<file path="src/rtl/oflow_pe_set_scheduler_if.sv">
// Set/PE handshake bundle for oflow_pe_set_scheduler.
// master: scheduler side (drives set_ready, pe_start, pe_en_mask).
// slave : DMA / PE-array side (drives set_valid, pe_done).
interface oflow_pe_set_scheduler_if #(
  parameter int PE_NUM = 24
);
  logic              set_valid;
  logic              set_ready;
  logic              pe_start;
  logic [PE_NUM-1:0] pe_en_mask;
  logic [PE_NUM-1:0] pe_done;

  modport master (
    input  set_valid,
    input  pe_done,
    output set_ready,
    output pe_start,
    output pe_en_mask
  );

  modport slave (
    output set_valid,
    output pe_done,
    input  set_ready,
    input  pe_start,
    input  pe_en_mask
  );
endinterface

</file>
<file path="src/rtl/oflow_pe_set_scheduler.sv">
// oflow_pe_set_scheduler: walks one frame's bboxes through the PE array in
// sets of up to PE_NUM. Requests a set from DMA, launches the PEs with an
// enable mask, accumulates per-PE done and pulses frame_done at the end.
// Optional build macro PE_TIMEOUT_EN adds a COLLECT watchdog (TIMEOUT_CYCLES)
// that raises a sticky timeout_err and force-completes a stuck set.
module oflow_pe_set_scheduler #(
  parameter int PE_NUM   = 24,
  parameter int REMAIN_W = 10,
  parameter int SET_W    = 6
`ifdef PE_TIMEOUT_EN
  , parameter int TIMEOUT_CYCLES = 255
`endif
) (
  input  logic                           clk,
  input  logic                           reset_N,
  input  logic                           start_frame,
  input  logic [REMAIN_W-1:0]            num_of_bbox_in_frame,
  oflow_pe_set_scheduler_if.master       pe_bus,
  output logic [SET_W-1:0]               set_idx,
  output logic [SET_W-1:0]               num_of_sets,
  output logic [REMAIN_W-1:0]            remain_bboxes,
  output logic                           busy,
  output logic                           frame_done,
  output logic                           timeout_err
);

  typedef enum logic [2:0] {
    S_IDLE,
    S_WAIT_SET,
    S_DISPATCH,
    S_COLLECT,
    S_DONE
  } state_t;

  state_t              state_q, state_d;
  logic [REMAIN_W-1:0] remain_q, remain_d;
  logic [SET_W-1:0]    set_idx_q, set_idx_d;
  logic [SET_W-1:0]    num_sets_q, num_sets_d;
  logic [PE_NUM-1:0]   mask_q, mask_d;
  logic [PE_NUM-1:0]   done_acc_q, done_acc_d;
  logic                timeout_q, timeout_d;

  logic [PE_NUM-1:0]   size_mask;
  logic [REMAIN_W-1:0] set_count;
  logic [REMAIN_W:0]   n_plus;
  logic                all_done;
  logic                wd_expire;

  // Mask for the next set: PE i is enabled while i < remaining bboxes,
  // which yields all ones once remain >= PE_NUM.
  for (genvar gi = 0; gi < PE_NUM; gi++) begin : g_size_mask
    assign size_mask[gi] = (remain_q > REMAIN_W'(gi));
  end

  // ceil(n / PE_NUM) computed one bit wider so n + PE_NUM-1 cannot overflow.
  assign n_plus   = {1'b0, num_of_bbox_in_frame} + (REMAIN_W+1)'(PE_NUM - 1);
  assign all_done = ((done_acc_q | pe_bus.pe_done) & mask_q) == mask_q;

  // Number of bboxes retired by the current set (popcount of the mask).
  always_comb begin
    set_count = '0;
    for (int i = 0; i < PE_NUM; i++) begin
      set_count = set_count + REMAIN_W'(mask_q[i]);
    end
  end

`ifdef PE_TIMEOUT_EN
  localparam int CNT_W = $clog2(TIMEOUT_CYCLES + 1);
  logic [CNT_W-1:0] cnt_q, cnt_d;

  // Counts COLLECT cycles that end without all PEs done; restarts per set.
  always_comb begin
    cnt_d = cnt_q;
    if (state_q == S_DISPATCH) begin
      cnt_d = '0;
    end else if (state_q == S_COLLECT && !all_done) begin
      cnt_d = cnt_q + CNT_W'(1);
    end
  end

  // Watchdog counter register.
  always_ff @(posedge clk) begin
    if (!reset_N) cnt_q <= '0;
    else          cnt_q <= cnt_d;
  end

  // The TIMEOUT_CYCLES-th incomplete COLLECT cycle force-completes the set.
  assign wd_expire = (state_q == S_COLLECT) && !all_done &&
                     (cnt_q == CNT_W'(TIMEOUT_CYCLES - 1));
`else
  assign wd_expire = 1'b0;
`endif

  // Next-state and datapath updates; everything holds unless a state acts on it.
  always_comb begin
    state_d    = state_q;
    remain_d   = remain_q;
    set_idx_d  = set_idx_q;
    num_sets_d = num_sets_q;
    mask_d     = mask_q;
    done_acc_d = done_acc_q;
    timeout_d  = timeout_q;
    case (state_q)
      S_IDLE: begin
        if (start_frame) begin
          remain_d   = num_of_bbox_in_frame;
          set_idx_d  = '0;
          num_sets_d = SET_W'(n_plus / (REMAIN_W+1)'(PE_NUM));
          timeout_d  = 1'b0;
          state_d    = (num_of_bbox_in_frame == '0) ? S_DONE : S_WAIT_SET;
        end
      end
      S_WAIT_SET: begin
        if (pe_bus.set_valid) begin
          mask_d  = size_mask;
          state_d = S_DISPATCH;
        end
      end
      S_DISPATCH: begin
        done_acc_d = '0;
        state_d    = S_COLLECT;
      end
      S_COLLECT: begin
        done_acc_d = done_acc_q | (pe_bus.pe_done & mask_q);
        if (all_done || wd_expire) begin
          remain_d = (remain_q > set_count) ? (remain_q - set_count) : '0;
          if (wd_expire) timeout_d = 1'b1;
          if (set_idx_q == (num_sets_q - SET_W'(1))) begin
            state_d = S_DONE;
          end else begin
            set_idx_d = set_idx_q + SET_W'(1);
            state_d   = S_WAIT_SET;
          end
        end
      end
      S_DONE: begin
        mask_d  = '0;
        state_d = S_IDLE;
      end
      default: state_d = S_IDLE;
    endcase
  end

  // State and datapath registers with synchronous active-low reset.
  always_ff @(posedge clk) begin
    if (!reset_N) begin
      state_q    <= S_IDLE;
      remain_q   <= '0;
      set_idx_q  <= '0;
      num_sets_q <= '0;
      mask_q     <= '0;
      done_acc_q <= '0;
      timeout_q  <= 1'b0;
    end else begin
      state_q    <= state_d;
      remain_q   <= remain_d;
      set_idx_q  <= set_idx_d;
      num_sets_q <= num_sets_d;
      mask_q     <= mask_d;
      done_acc_q <= done_acc_d;
      timeout_q  <= timeout_d;
    end
  end

  assign pe_bus.set_ready  = (state_q == S_WAIT_SET);
  assign pe_bus.pe_start   = (state_q == S_DISPATCH);
  assign pe_bus.pe_en_mask = mask_q;
  assign frame_done        = (state_q == S_DONE);
  assign busy              = (state_q != S_IDLE);
  assign set_idx           = set_idx_q;
  assign num_of_sets       = num_sets_q;
  assign remain_bboxes     = remain_q;
  assign timeout_err       = timeout_q;

endmodule

</file>
<file path="src/flat_wrapper.sv">
// flat-port wrapper written by rule: the top's interface ports become plain ports
module oflow_pe_set_scheduler_flat 
#(
  parameter int PE_NUM   = 24,
  parameter int REMAIN_W = 10,
  parameter int SET_W    = 6

)
  (clk, reset_N, start_frame, num_of_bbox_in_frame, set_idx, num_of_sets, remain_bboxes, busy, frame_done, timeout_err, pe_bus_set_valid, pe_bus_pe_done, pe_bus_set_ready, pe_bus_pe_start, pe_bus_pe_en_mask);
  oflow_pe_set_scheduler_if #(.PE_NUM(PE_NUM)) pe_bus_i ();
  input  logic clk;
  input  logic reset_N;
  input  logic start_frame;
  input  logic [REMAIN_W-1:0] num_of_bbox_in_frame;
  output logic [SET_W-1:0] set_idx;
  output logic [SET_W-1:0] num_of_sets;
  output logic [REMAIN_W-1:0] remain_bboxes;
  output logic busy;
  output logic frame_done;
  output logic timeout_err;
  input wire logic [$bits(pe_bus_i.set_valid)-1:0] pe_bus_set_valid;
  input wire logic [$bits(pe_bus_i.pe_done)-1:0] pe_bus_pe_done;
  output wire logic [$bits(pe_bus_i.set_ready)-1:0] pe_bus_set_ready;
  output wire logic [$bits(pe_bus_i.pe_start)-1:0] pe_bus_pe_start;
  output wire logic [$bits(pe_bus_i.pe_en_mask)-1:0] pe_bus_pe_en_mask;
  assign pe_bus_i.set_valid = pe_bus_set_valid;
  assign pe_bus_i.pe_done = pe_bus_pe_done;
  assign pe_bus_set_ready = pe_bus_i.set_ready;
  assign pe_bus_pe_start = pe_bus_i.pe_start;
  assign pe_bus_pe_en_mask = pe_bus_i.pe_en_mask;
  oflow_pe_set_scheduler #(.PE_NUM(PE_NUM), .REMAIN_W(REMAIN_W), .SET_W(SET_W)) u_core (.clk(clk), .reset_N(reset_N), .start_frame(start_frame), .num_of_bbox_in_frame(num_of_bbox_in_frame), .pe_bus(pe_bus_i), .set_idx(set_idx), .num_of_sets(num_of_sets), .remain_bboxes(remain_bboxes), .busy(busy), .frame_done(frame_done), .timeout_err(timeout_err));
endmodule
</file>
<file path="config.mk">
export PLATFORM = sky130hd
export DESIGN_NAME = oflow_pe_set_scheduler_flat
export DESIGN_NICKNAME = d
export VERILOG_FILES = /design/src/rtl/oflow_pe_set_scheduler_if.sv /design/src/rtl/oflow_pe_set_scheduler.sv /design/src/flat_wrapper.sv
export SDC_FILE = /design/constraint.sdc
export NUM_CORES = 1
export LEC_CHECK = 0
export ABC_AREA = 1
export ABC_CLOCK_PERIOD_IN_PS = 17400
export CORE_MARGIN = 2
export CORE_UTILIZATION = 57
export CTS_BUF_LIST = sky130_fd_sc_hd__clkbuf_16
export CTS_CLUSTER_DIAMETER = 60
export DETAILED_ROUTE_END_ITERATION = 10
export PLACE_DENSITY = 0.86
export SETUP_SLACK_MARGIN = 0.05
export SYNTH_ARGS = -nofsm -noshare
export SYNTH_HDL_FRONTEND = slang
export SYNTH_SLANG_ARGS = --single-unit
</file>
<file path="constraint.sdc">
create_clock -name clk -period 17.4 [get_ports clk]
set_clock_uncertainty 0.1 [all_clocks]
set_input_delay 3.48 -clock clk [delete_from_list [all_inputs] [get_ports clk]]
set_output_delay 3.48 -clock clk [all_outputs]
set_load 0.005 [all_outputs]
</file>
Word-level counts from Yosys, hierarchy flattened
Cells that the tools add are included.

Register bits after elaboration: 73. Bits of input ports: 38.

$add $sub $neg: 27. Divide/modulo/power cells: 1. $lt $le $gt $ge: 25. Equality and inequality tests: 10. Mux-type cells: 17. Bitwise logic cells: 4. Reduce and logical (&&, ||, !) cells: 11.

Operators by type and width (count): 10-bit by 1-bit adder with 10-bit output (22); 24-bit case mux with 2 select lines (2); 10-bit by 4-bit greater-than comparator with 1-bit output, second input constant (8); 10-bit by 5-bit greater-than comparator with 1-bit output, second input constant (8); 24-bit bitwise AND (2); 24-bit bitwise OR (2); 10-bit by 3-bit greater-than comparator with 1-bit output, second input constant (4); 10-bit 2-to-1 mux (3); 24-bit equality test (1); 24-bit 2-to-1 mux (1); 10-bit by 1-bit greater-than comparator with 1-bit output, second input constant (2); 10-bit by 2-bit greater-than comparator with 1-bit output, second input constant (2); 10-bit case mux with 2 select lines (1); 6-bit 2-to-1 mux (3); 3-bit 2-to-1 mux (5); 3-bit case mux with 4 select lines (1); 6-bit case mux with 2 select lines (1); 10-bit by 5-bit adder with 11-bit output, second input constant (1); 11-bit by 5-bit divider with 11-bit output, second input constant (1); 10-bit greater-than comparator (1); 10-bit zero test (1); 10-bit subtractor (1); 6-bit by 1-bit adder with 6-bit output, second input constant (1); 3-bit by 2-bit equality test with 1-bit output, second input constant (2); other kinds (13) (19).

Longest topological paths before layout
Gate-level depths: netlist of run 1.

Depth in word-level cells: 27. Depth in mapped cells: 27. Depth with buffers taken out: 27.

Worst setup path after synthesis of run 1
OpenSTA, ideal clock, no wires.

Kind: reg2reg. Start point: register u_core.mask_q[0], in the netlist u_core.pe_bus.pe_en_mask[0]. End point: register u_core.remain_q[4], in the netlist u_core.remain_bboxes[4]. Library setup time: 70 ps. Arrival time: 5596 ps. Data required time: 17230 ps. Setup slack: 11634 ps. Cell stages (with the launch flop): 23. Buffers on the path: 0. Cell sequence: dfxtp_1 ha_1 inv_1 fa_1 fa_1 fa_1 fa_1 fa_1 fa_1 fa_1 inv_1 fa_1 o21ai_0 inv_1 nor2_1 inv_1 nand2_1 o21ai_0 nor2_1 inv_2 o32ai_1 o21ai_0 a21oi_1.

Cells in the longest elaborated chain, start to end: 27.

RTL lines: start, declared (RTL line oflow_pe_set_scheduler.sv:39) `logic [PE_NUM-1:0] mask_q, mask_d;`; start signal, assigned (RTL line oflow_pe_set_scheduler.sv:159) `mask_q <= mask_d;`; 1-bit by 1-bit adder with 2-bit output (RTL line oflow_pe_set_scheduler.sv:63) `set_count = set_count + REMAIN_W'(mask_q[i]);`; 10-bit by 1-bit adder with 10-bit output (22 in a row) (RTL line oflow_pe_set_scheduler.sv:63); 10-bit subtractor or 10-bit greater-than comparator (tied branches) (RTL line oflow_pe_set_scheduler.sv:126) `remain_d = (remain_q > set_count) ? (remain_q - set_count) : '0;`; 10-bit 2-to-1 mux (RTL line oflow_pe_set_scheduler.sv:126); 10-bit 2-to-1 mux (RTL line oflow_pe_set_scheduler.sv:125) `if (all_done || wd_expire) begin`; 10-bit case mux with 2 select lines (RTL line oflow_pe_set_scheduler.sv:103) `case (state_q)`; end signal, assigned (RTL line oflow_pe_set_scheduler.sv:156) `remain_q <= remain_d;`; end, declared (RTL line oflow_pe_set_scheduler.sv:36) `logic [REMAIN_W-1:0] remain_q, remain_d;`.

Parallel ways exist; a longest one is shown, timed or not. The select of a mux whose other input is x is not followed. A chain may end at the register's enable or synchronous reset.

Worst setup path after layout of run 1
Ends and elaborated chain as after synthesis.

==> impl_metrics.env, run 1 <==
export IMPL_syn_area_per_cell_sq_um=7.086
export IMPL_area_growth_pct=25.66
export IMPL_yosys_register_bits=73
export IMPL_fin_setup_tns_ns=0
export IMPL_initial_core_util_pct=58.02
export IMPL_leakage_nw=2.512
export IMPL_wl_per_cell_um=15.16
export IMPL_antenna_found_initial=0
export IMPL_synth_cell_type_count=42
export IMPL_finalCritPeriodShare_pct=37.47
export IMPL_postCtsSetupBuffers=0
export IMPL_period_minus_slack_ns=6.519
export IMPL_n_antenna_cell=0
export IMPL_clk_latency_ns=0.33
export IMPL_cts_hold_buf=0
export IMPL_startpoint="u_core.pe_bus.pe_en_mask[0]"
export IMPL_reg2reg_to="u_core.remain_bboxes[4]"
export IMPL_relSlewSlack_pct=24.44
export IMPL_drive_gt1_share_pct=7.590
export IMPL_cts_tree="done"
export IMPL_fp_dieH_um=95.00
export IMPL_synth_top_area_share_pct=30.97
export IMPL_cp_required_ns=17.56
export IMPL_fmax_ghz=0.1534
export IMPL_rsz0062_at_grt="false"
export IMPL_core_area_sq_um=8134
export IMPL_grt_pass1_vias=4472
export IMPL_crit_type="flop to flop"
export IMPL_vdd_drop_max_uv=338.9
export IMPL_hold_class="flop to flop"
export IMPL_crit_end="u_core.remain_bboxes[4]"
export IMPL_synthTopCellsByArea="dfxtp_1 31%, nand2_1 9.6%, fa_1 7.6%"
export IMPL_detail_route_vias_per_cell=5.662
export IMPL_r2r_start="u_core.pe_bus.pe_en_mask[0]"
export IMPL_grt_usage_pct=30.07
export IMPL_reg2regPathDepth=22
export IMPL_cts_sinks=73
export IMPL_maxSlewViolCount=0
export IMPL_cts_root_buf="clkbuf_16"
export IMPL_final_area_sq_um=5931
export IMPL_drt_first_iter_violations=466
export IMPL_worstSetupEndpointType="flop"
export IMPL_outcome="complete, no violations"
export IMPL_port_buffers=87
export IMPL_syn_instance_count=666
export IMPL_ant_nets=0
export IMPL_die_area_sq_um=9024
export IMPL_grt_pass1_wl_um=21170
export IMPL_rrSetupSlack_ns=10.88
export IMPL_rows=33
export IMPL_power_density_nw_per_um2=195.1
export IMPL_multiInputGateArea_sq_um=2791
export IMPL_synth_largest_area_cell="dfxtp_1"
export IMPL_setup_viol=0
export IMPL_hpwl_um=9790
export IMPL_cts_buffers=9
export IMPL_yosys_warnings=0
export IMPL_worstPathMaxFanout=9
export IMPL_hold_viol=0
export IMPL_die_w_um=95.00
export IMPL_grt_max_degree=33
export IMPL_nNetsFinal=818
export IMPL_placed_cell_area_sq_um=5644
export IMPL_startpoint_type="flop"
export IMPL_nFillCells=644
export IMPL_drtPass1Iterations=6
export IMPL_io_pins=89
export IMPL_cts_resized=0
export IMPL_ys_seq_area_share_pct=30.97
export IMPL_tightest_slew_ns=1.129
export IMPL_seq_area_sq_um=1461
export IMPL_wl_um=12980
export IMPL_cap_viol_max_count=0
export IMPL_synth_nets=738
export IMPL_gp_congestion=0.9359
export IMPL_worstPathArrival_ns=6.68
export IMPL_vias=4847
export IMPL_cts_max_level=3
export IMPL_drcViolationCount=0
export IMPL_syn_area_sq_um=4720
export IMPL_grt_overflow_total=0
export IMPL_clk_pin_slew_ns=0.06
export IMPL_cts_buffer_depth=2
routing by layer:
metal,global-route usage (%),vias up,wire length (um)
met5,0,-,0
met1,42.86,2246,5674
met2,46.81,227,6071
met4,8.575,0,167
li1,-,2354,-
met3,5.347,20,1061
where the power goes:
part	internal (W)	total (W)	switching, W	leakage (nW)
Combinational	0.000311	0.000725	0.000414	1.78
Clock	0.000109	0.000179	0.0000701	0.142
Sequential	0.000199	0.000252	0.0000536	0.594
cells by family after synthesis:
family / count (synthesis) / synth area share, %
other: 1 / 0.07946
adder cells (fa/ha/maj): 34 / 11.88
flip-flops: 73 / 30.96
AO/OA/AOI/OAI: 136 / 16.94
buffers and inverters: 117 / 9.889
XOR/XNOR: 20 / 3.712
AND/OR/NAND/NOR: 285 / 26.54
cells in the mapped netlist, drive strengths merged:
master	count
o211ai	1
o22ai	9
a21oi	49
o32ai	2
nor3b	2
nand2	135
xnor2	6
ha	16
o21bai	1
fa	18
conb	1
bufinv	1
nand4	10
a21o	1
a221o	1
nand3	38
xor2	14
o21ai	29
a211oi	3
dfxtp	73
o21a	1
inv	97
buf	4
o311ai	3
nor3	14
nor2	85
clkbuf	15
o31ai	5
a31oi	29
a31o	1
a21boi	1
nand3b	1
sequential cells by signal, summed over array words and instances, names as in the netlist:
register / cells
u_core.state_q: 3
u_core.done_acc_q: 24
u_core.remain_bboxes: 10
u_core.pe_bus.pe_en_mask: 24
u_core.set_idx: 6
u_core.num_of_sets: 6
worst max-delay path, stage by stage, from the launching register on:
cell and delay (ns):
dfxtp_1 0.43, ha_1 0.27, inv_1 0.07, fa_1 0.45, fa_1 0.61, fa_1 0.46
fa_1 0.55, fa_1 0.44, fa_1 0.41, fa_1 0.53, inv_1 0.06, fa_1 0.42
o21ai_0 0.31, inv_1 0.07, nor2_1 0.15, inv_1 0.06, nand2_1 0.13, o21ai_0 0.11
nor2_1 0.17, inv_2 0.12, o32ai_1 0.27, o21ai_0 0.13, a21oi_1 0.14
cell usage in the layout (no fill, tap or decap), types with 2 or more instances in the layout:
cell / n
ha_1: 16
o21ai_2: 2
clkdlybuf4s50_1: 87
nand4_1: 10
o32ai_1: 2
fa_1: 18
o22ai_1: 9
nand3_1: 36
nor2_1: 80
o21ai_1: 4
o31ai_1: 5
o311ai_0: 3
a211oi_1: 3
a21oi_1: 49
nand2_2: 11
nor3b_1: 2
xnor2_1: 6
nand2_1: 121
clkbuf_16: 9
inv_1: 84
nand2_4: 3
xor2_1: 14
o21ai_0: 23
clkinv_2: 4
dfxtp_1: 73
a31oi_1: 29
inv_2: 13
nor3_1: 13
nand3_2: 2
nor2_2: 5
layout make-up:
| cell class | instances | share of cell area (%) |
|---|---|---|
| clock buffer | 9 | 3.797 |
| clock inverter | 7 | 1.034 |
| inverter | 98 | 6.435 |
| multi-input combinational | 476 | 47.07 |
| sequential | 73 | 24.64 |
| tap | 105 | 2.215 |
| timing repair buffer | 88 | 14.81 |
worst min path at each step:
stage	endpoint	slack (ns)	cells after the start	from
5_1_grt	u_core.done_acc_q[7]	0.39	2	u_core.done_acc_q[7]
4_1_cts	u_core.done_acc_q[7]	0.37	2	u_core.done_acc_q[7]
6_report	u_core.done_acc_q[6]	0.37	2	u_core.done_acc_q[6]
2_1_floorplan	u_core.done_acc_q[23]	0.33	2	u_core.done_acc_q[23]
3_5_place_dp	u_core.done_acc_q[7]	0.36	2	u_core.done_acc_q[7]
3_3_place_gp	u_core.done_acc_q[23]	0.34	2	u_core.done_acc_q[23]
metrics by stage:
step / std cells / hold slack, ns / setup WS, ns / total power [W] / utilization (%)
floorplan: 666 / 0.3256 / 11.63 / 0.0007505 / -
finish: 856 / 0.3704 / 10.88 / 0.001157 / 72.91
detailed placement: 840 / 0.3593 / 11.00 / 0.0009603 / 69.39
CTS: 856 / 0.3699 / 10.92 / 0.001153 / 72.91
global route: 856 / 0.3864 / 10.54 / 0.001261 / 72.91
global placement: 840 / 0.3362 / 11.05 / 0.0009421 / 69.39
Note: power is estimated with default switching activity, not from simulation.
==> run 2, diff against run 1 <==
--- a/config.mk
+++ b/config.mk
@@ -6,13 +6,13 @@
 export NUM_CORES = 1
 export LEC_CHECK = 0
 export ABC_AREA = 1
-export ABC_CLOCK_PERIOD_IN_PS = 17400
+export ABC_CLOCK_PERIOD_IN_PS = 5960
 export CORE_MARGIN = 2
-export CORE_UTILIZATION = 57
+export CORE_UTILIZATION = 48
 export CTS_BUF_LIST = sky130_fd_sc_hd__clkbuf_16
 export CTS_CLUSTER_DIAMETER = 60
 export DETAILED_ROUTE_END_ITERATION = 10
-export PLACE_DENSITY = 0.86
+export PLACE_DENSITY = 0.77
 export SETUP_SLACK_MARGIN = 0.05
 export SYNTH_ARGS = -nofsm -noshare
 export SYNTH_HDL_FRONTEND = slang
==> constraint.sdc (replaced) <==
create_clock -name clk -period 5.96 [get_ports clk]
set_clock_uncertainty 0.1 [all_clocks]
set_input_delay 1.192 -clock clk [delete_from_list [all_inputs] [get_ports clk]]
set_output_delay 1.192 -clock clk [all_outputs]
set_load 0.005 [all_outputs]
==> run 2 against run 1 <==
Utilization down 8.8 points; total power grew to 3.3 times the previous value; final cell count rose by 5.3%; sequential power increased to 2.9 times the previous value; non-clock buffer count up 17; largest cell class unchanged; global-route usage is 5.5 points lower; sequential cell count unchanged; design area grew 4.2%; critical path depth is 1 higher; clock power rose to 3.0 times the previous value; clock-buffer cell count did not move.
==> impl_metrics.env, run 2 (synthesized netlist as in run 1, its figures left out) <==
export IMPL_io_pins=89
export IMPL_cts_tree="done"
export IMPL_core_area_sq_um=9639
export IMPL_relSlewSlack_pct=20.54
export IMPL_wl_per_cell_um=14.25
export IMPL_gp_congestion=0.9452
export IMPL_multiInputGateArea_sq_um=2865
export IMPL_cts_max_level=3
export IMPL_crit_chain="ha_4 -> inv_2 -> fa_1 -> fa_1 -> fa_1 -> fa_1 -> fa_1 -> fa_2 -> fa_2 -> inv_2 -> fa_2 -> o21ai_2 -> inv_1 -> nor2_2 -> inv_1 -> nand2_1 -> o21ai_1 -> nor2_1 -> inv_2 -> buf_6 -> o22ai_2 -> o21ai_1 -> a21oi_1"
export IMPL_clk_latency_ns=0.33
export IMPL_period_minus_slack_ns=5.729
export IMPL_post_route_util_pct=64.12
export IMPL_grt_pass1_vias=4383
export IMPL_grt_usage_pct=24.57
export IMPL_ant_nets=0
export IMPL_cts_sinks=73
export IMPL_cts_hold_buf=0
export IMPL_cp_common_cell="fa_1"
export IMPL_reg2regPathDepth=23
export IMPL_fp_dieH_um=103.2
export IMPL_cts_buffers=9
export IMPL_cp_required_ns=6.12
export IMPL_drive_gt1_share_pct=12.11
export IMPL_fmax_ghz=0.1746
export IMPL_startpoint_type="flop"
export IMPL_hold_path_end="u_core.done_acc_q[22]"
export IMPL_area_growth_pct=30.97
export IMPL_reg2reg_to="u_core.remain_bboxes[2]"
export IMPL_hold_viol=0
export IMPL_nNetsFinal=835
export IMPL_antenna_found_initial=0
export IMPL_drcViolationCount=0
export IMPL_wl_um=12840
export IMPL_nFillCells=842
export IMPL_layout_commonest_cell="nand2_1"
export IMPL_rrSetupSlack_ns=0.23
export IMPL_worstSetupEndpointType="flop"
export IMPL_die_w_um=103.2
export IMPL_min_path_cells=2
export IMPL_cts_root_buf="clkbuf_16"
export IMPL_final_cell_mix="120 x nand2_1, 87 x clkdlybuf4s50_1, 82 x inv_1, 79 x nor2_1, 71 x dfxtp_1"
export IMPL_hpwl_um=9791
export IMPL_worst_hold_slack_ns=0.3545
export IMPL_n_antenna_cell=0
export IMPL_drt_first_iter_violations=364
export IMPL_use_met2_pct=39.31
export IMPL_setup_viol=0
export IMPL_vias=4752
export IMPL_maxSlewViolCount=0
export IMPL_finalCritPeriodShare_pct=96.12
export IMPL_crit_slowest_cell="fa_1"
export IMPL_grt_util_met1_pct=34.87
export IMPL_rows=36
export IMPL_detail_route_vias_per_cell=5.274
export IMPL_crit_type="flop to flop"
export IMPL_die_area_sq_um=10640
export IMPL_rsz0062_at_grt="true"
export IMPL_top_usage_layer="met2"
export IMPL_initial_core_util_pct=48.96
export IMPL_place_inst=881
export IMPL_cts_buffer_depth=2
export IMPL_final_cells=901
export IMPL_tightest_slew_ns=1.188
export IMPL_worstPathMaxFanout=8
export IMPL_drtPass1Iterations=5
export IMPL_power_total_w=0.003857
export IMPL_grt_max_degree=33
export IMPL_path_delay_family="adder cells"
export IMPL_cap_viol_max_count=0
export IMPL_grt_pass1_wl_um=20670
export IMPL_port_buffers=87
export IMPL_power_density_nw_per_um2=624.1
export IMPL_max_stage_delay_ns=0.56
export IMPL_min_from="u_core.done_acc_q[22]"
export IMPL_path_buf_inv=6
export IMPL_clk_pin_slew_ns=0.06
export IMPL_worstPathArrival_ns=5.89
export IMPL_r2r_start="u_core.pe_bus.pe_en_mask[1]"
export IMPL_vdd_drop_max_uv=539.3
export IMPL_outcome="complete, no violations"
export IMPL_hold_class="flop to flop"
export IMPL_leakage_nw=2.608
export IMPL_grt_overflow_total=0
export IMPL_seq_area_sq_um=1464
export IMPL_grtUsageMet3_pct=4.542
run 2: power by group:
group	switching (W)	total [W]	internal, W	leakage (nW)
registers	0.000143	0.000724	0.000581	0.595
logic	0.00138	0.00260	0.00122	1.87
clock network	0.000213	0.000536	0.000323	0.143
total	0.00173	0.00386	0.00212	2.61
run 2: per-stage QoR:
step            TNS, ns  setup WS [ns]  cell area, sq um
2_1_floorplan         0         0.1938              4720
3_3_place_gp          0        0.04290              5777
3_5_place_dp   -0.04395       -0.04395              5777
4_1_cts               0        0.05859              6077
5_1_grt         -0.1534       -0.04410              6181
6_report              0         0.2311              6181
run 2: worst max-delay path by stage:
stage,start,endpoint,depth (start not counted)
global route,u_core.pe_bus.pe_en_mask[1],u_core.remain_bboxes[4],22
CTS,u_core.pe_bus.pe_en_mask[0],u_core.remain_bboxes[4],22
finish,u_core.pe_bus.pe_en_mask[1],u_core.remain_bboxes[2],23
floorplan,u_core.pe_bus.pe_en_mask[0],u_core.remain_bboxes[4],22
detailed placement,u_core.pe_bus.pe_en_mask[0],u_core.remain_bboxes[4],22
global placement,u_core.pe_bus.pe_en_mask[0],u_core.remain_bboxes[4],22
run 2: cell type report:
cell class | count | share of cell area, %
Clock buffer | 9 | 3.644
Multi-Input combinational cell | 476 | 46.36
Tap cell | 133 | 2.692
Inverter | 98 | 6.174
Clock inverter | 7 | 1.113
Timing Repair Buffer | 105 | 16.34
Sequential cell | 73 | 23.68
run 2: timing repair:
action	in CTS	in global routing
resized for setup	3	24
pin swaps	3	8
buffers inserted	0	4
endpoints found under the setup margin	10	10
cloned	0	0
run 2: routing by layer:
layer  routed length (um)  vias up
met5                    0        -
met4                  127        0
met3                  798       12
met2                 5975      161
met1                 5936     2193
li1                     -     2386
run 2: tightest hold or removal path: cells and delay by family (launching register included):
kind	cells	cell delay [ns]
flip-flops	1	0.30
buffers and inverters	1	0.06
AO/OA/AOI/OAI	1	0.05
==> run 3, diff against run 2 <==
--- a/config.mk
+++ b/config.mk
@@ -9,8 +9,8 @@
 export ABC_CLOCK_PERIOD_IN_PS = 5960
 export CORE_MARGIN = 2
 export CORE_UTILIZATION = 48
-export CTS_BUF_LIST = sky130_fd_sc_hd__clkbuf_16
-export CTS_CLUSTER_DIAMETER = 60
+export CTS_BUF_LIST = sky130_fd_sc_hd__clkbuf_8 sky130_fd_sc_hd__clkbuf_16
+export CTS_CLUSTER_DIAMETER = 150
 export DETAILED_ROUTE_END_ITERATION = 10
 export PLACE_DENSITY = 0.77
 export SETUP_SLACK_MARGIN = 0.05
==> run 3 against run 2 <==
Die area is the same; sequential cell count is the same; design area down 1.6%; critical path depth unchanged; clock-buffer cell count grew 1; hold slack improved by 0.0021 ns; setup slack got worse by 0.019 ns; non-clock buffer count unchanged; register-to-register slack worse by 0.02 ns; sequential share of layout area is 0.39 points higher; global-route usage about the same; critical path type unchanged.
==> impl_metrics.env, run 3 (synthesized netlist as in run 1, its figures left out) <==
export IMPL_cts_max_level=3
export IMPL_startpoint_type="flop"
export IMPL_fmax_ghz=0.1740
export IMPL_worstPathArrival_ns=5.92
export IMPL_min_from="u_core.done_acc_q[23]"
export IMPL_detail_route_vias_per_cell=5.279
export IMPL_power_density_nw_per_um2=600.5
export IMPL_grt_max_degree=33
export IMPL_drtPass1Iterations=6
export IMPL_worstSetupEndpointType="flop"
export IMPL_fp_dieH_um=103.2
export IMPL_reg2reg_to="u_core.remain_bboxes[2]"
export IMPL_worstPathMaxFanout=8
export IMPL_p_switching_w=0.001680
export IMPL_die_area_sq_um=10640
export IMPL_setup_ws_ns=0.2125
export IMPL_grt_pass1_vias=4369
export IMPL_vdd_drop_max_uv=560.8
export IMPL_rsz0062_at_grt="true"
export IMPL_p_sw_share_pct=46.02
export IMPL_period_minus_slack_ns=5.747
export IMPL_crit_type="flop to flop"
export IMPL_r2r_start="u_core.pe_bus.pe_en_mask[1]"
export IMPL_vias=4756
export IMPL_cap_viol_max_count=0
export IMPL_port_buffers=87
export IMPL_crit_chain="ha_4 -> inv_2 -> fa_1 -> fa_1 -> fa_1 -> fa_1 -> fa_1 -> fa_2 -> fa_2 -> inv_2 -> fa_2 -> o21ai_2 -> inv_1 -> nor2_2 -> inv_1 -> nand2_1 -> o21ai_1 -> nor2_1 -> inv_2 -> buf_6 -> o22ai_1 -> o21ai_1 -> a21oi_1"
export IMPL_post_route_util_pct=63.07
export IMPL_ant_nets=0
export IMPL_power_total_w=0.003651
export IMPL_leakage_nw=2.564
export IMPL_reg2regPathDepth=23
export IMPL_min_path_cells=2
export IMPL_rrSetupSlack_ns=0.21
export IMPL_relSlewSlack_pct=23.11
export IMPL_rows=36
export IMPL_drcViolationCount=0
export IMPL_drive_gt1_share_pct=11.98
export IMPL_wl_per_cell_um=14.12
export IMPL_met1_length_um=6022
export IMPL_cts_root_buf="clkbuf_8"
export IMPL_final_cell_mix="120 x nand2_1, 87 x clkdlybuf4s50_1, 82 x inv_1, 79 x nor2_1, 71 x dfxtp_1"
export IMPL_antenna_found_initial=0
export IMPL_outcome="complete, no violations"
export IMPL_p_comb_share_pct=69.2
export IMPL_p_int_w=0.001971
export IMPL_clk_pin_slew_ns=0.08
export IMPL_cts_sinks=73
export IMPL_setup_viol=0
export IMPL_cts_buffers=9
export IMPL_core_area_sq_um=9639
export IMPL_hpwl_um=9791
export IMPL_cp_common_cell="fa_1"
export IMPL_cts_buffer_depth=2
export IMPL_grt_usage_pct=24.59
export IMPL_final_area_sq_um=6080
export IMPL_grt_pass1_wl_um=20670
export IMPL_max_stage_delay_ns=0.56
export IMPL_maxSlewViolCount=0
export IMPL_gp_congestion=0.9452
export IMPL_pre_cts_ws_ns=-0.04395
export IMPL_cp_required_ns=6.14
export IMPL_crit_slowest_cell="fa_1"
export IMPL_hold_viol=0
export IMPL_hold_path_end="u_core.done_acc_q[23]"
export IMPL_initial_core_util_pct=48.96
export IMPL_cts_hold_buf=0
export IMPL_hold_class="flop to flop"
export IMPL_cts_tree="done"
export IMPL_seqPwrFrac_pct=19.8
export IMPL_io_pins=89
export IMPL_routed_wl_met2_um=5883
export IMPL_routed_wl_met3_um=685
export IMPL_clkPwrFrac_pct=11.0
export IMPL_nNetsFinal=835
export IMPL_clk_latency_ns=0.35
export IMPL_placed_cell_area_sq_um=5777
export IMPL_dr_max_layer_used="met4"
export IMPL_area_growth_pct=28.82
export IMPL_drt_first_iter_violations=316
export IMPL_finalCritPeriodShare_pct=96.43
export IMPL_wl_um=12730
export IMPL_tightest_slew_ns=1.149
export IMPL_die_w_um=103.2
export IMPL_n_antenna_cell=0
export IMPL_grt_overflow_total=0
export IMPL_layout_commonest_cell="nand2_1"
[run 3: cell count changes in the layout (fill, tap and decap cells not counted), sizes merged]
cell,before,now
clkbuf,9,10
clkinv,4,3
[run 3: power by group through the flow]
stage / Clock, W / Combinational, W / Sequential, W
2_1_floorplan: 0 / 0.00150 / 0.000689
3_3_place_gp: 0 / 0.00220 / 0.000726
5_1_grt: 0.000427 / 0.00281 / 0.000741
4_1_cts: 0.000406 / 0.00228 / 0.000719
6_report: 0.000402 / 0.00253 / 0.000724
3_5_place_dp: 0 / 0.00221 / 0.000729
[run 3: worst max-delay path: cells and delay by family (launching register included)]
family | cells | cell delay, ns
AND/OR/NAND/NOR | 3 | 0.30
flip-flops | 1 | 0.34
adder cells (fa/ha/maj) | 9 | 3.98
buffers and inverters | 6 | 0.43
AO/OA/AOI/OAI | 5 | 0.52
[run 3: routing by layer]
metal  global-route usage [%]  vias to the layer above
li1                         -                     2392
met1                    34.80                     2202
met2                    39.16                      150
met3                    3.864                       12
met4                    6.680                        0
met5                        0                        -
[run 3: through the flow]
stage	setup TNS, ns	instances	hold slack [ns]
detailed placement	-0.04395	881	0.3437
floorplan	0	666	0.3256
global placement	0	881	0.3362
global route	-0.3549	901	0.3925
CTS	0	897	0.3580
finish	0	901	0.3567
[run 3: final cells by class]
class                      count  area, sq um
tap                          133        166.4
inverter                      98        381.6
sequential                    73         1464
fill                         865         3560
clock inverter                 6        65.06
multi-input combinational    476         2855
clock buffer                  10        137.6
timing repair buffer         105         1010
[run 3: timing repair]
item	in CTS	in global routing
setup buffers	0	4
pin swaps	3	10
endpoints found under the setup margin	10	10
resized for setup	3	22
hold endpoints to repair	0	0
[run 3: worst max path at each step]
stage	from	endpoint	slack [ns]	depth (start not counted)
global route	u_core.pe_bus.pe_en_mask[1]	u_core.remain_bboxes[2]	-0.09	23
CTS	u_core.pe_bus.pe_en_mask[0]	u_core.remain_bboxes[4]	0.06	22
detailed placement	u_core.pe_bus.pe_en_mask[0]	u_core.remain_bboxes[4]	-0.04	22
global placement	u_core.pe_bus.pe_en_mask[0]	u_core.remain_bboxes[4]	0.04	22
finish	u_core.pe_bus.pe_en_mask[1]	u_core.remain_bboxes[2]	0.21	23
floorplan	u_core.pe_bus.pe_en_mask[0]	u_core.remain_bboxes[4]	0.19	22
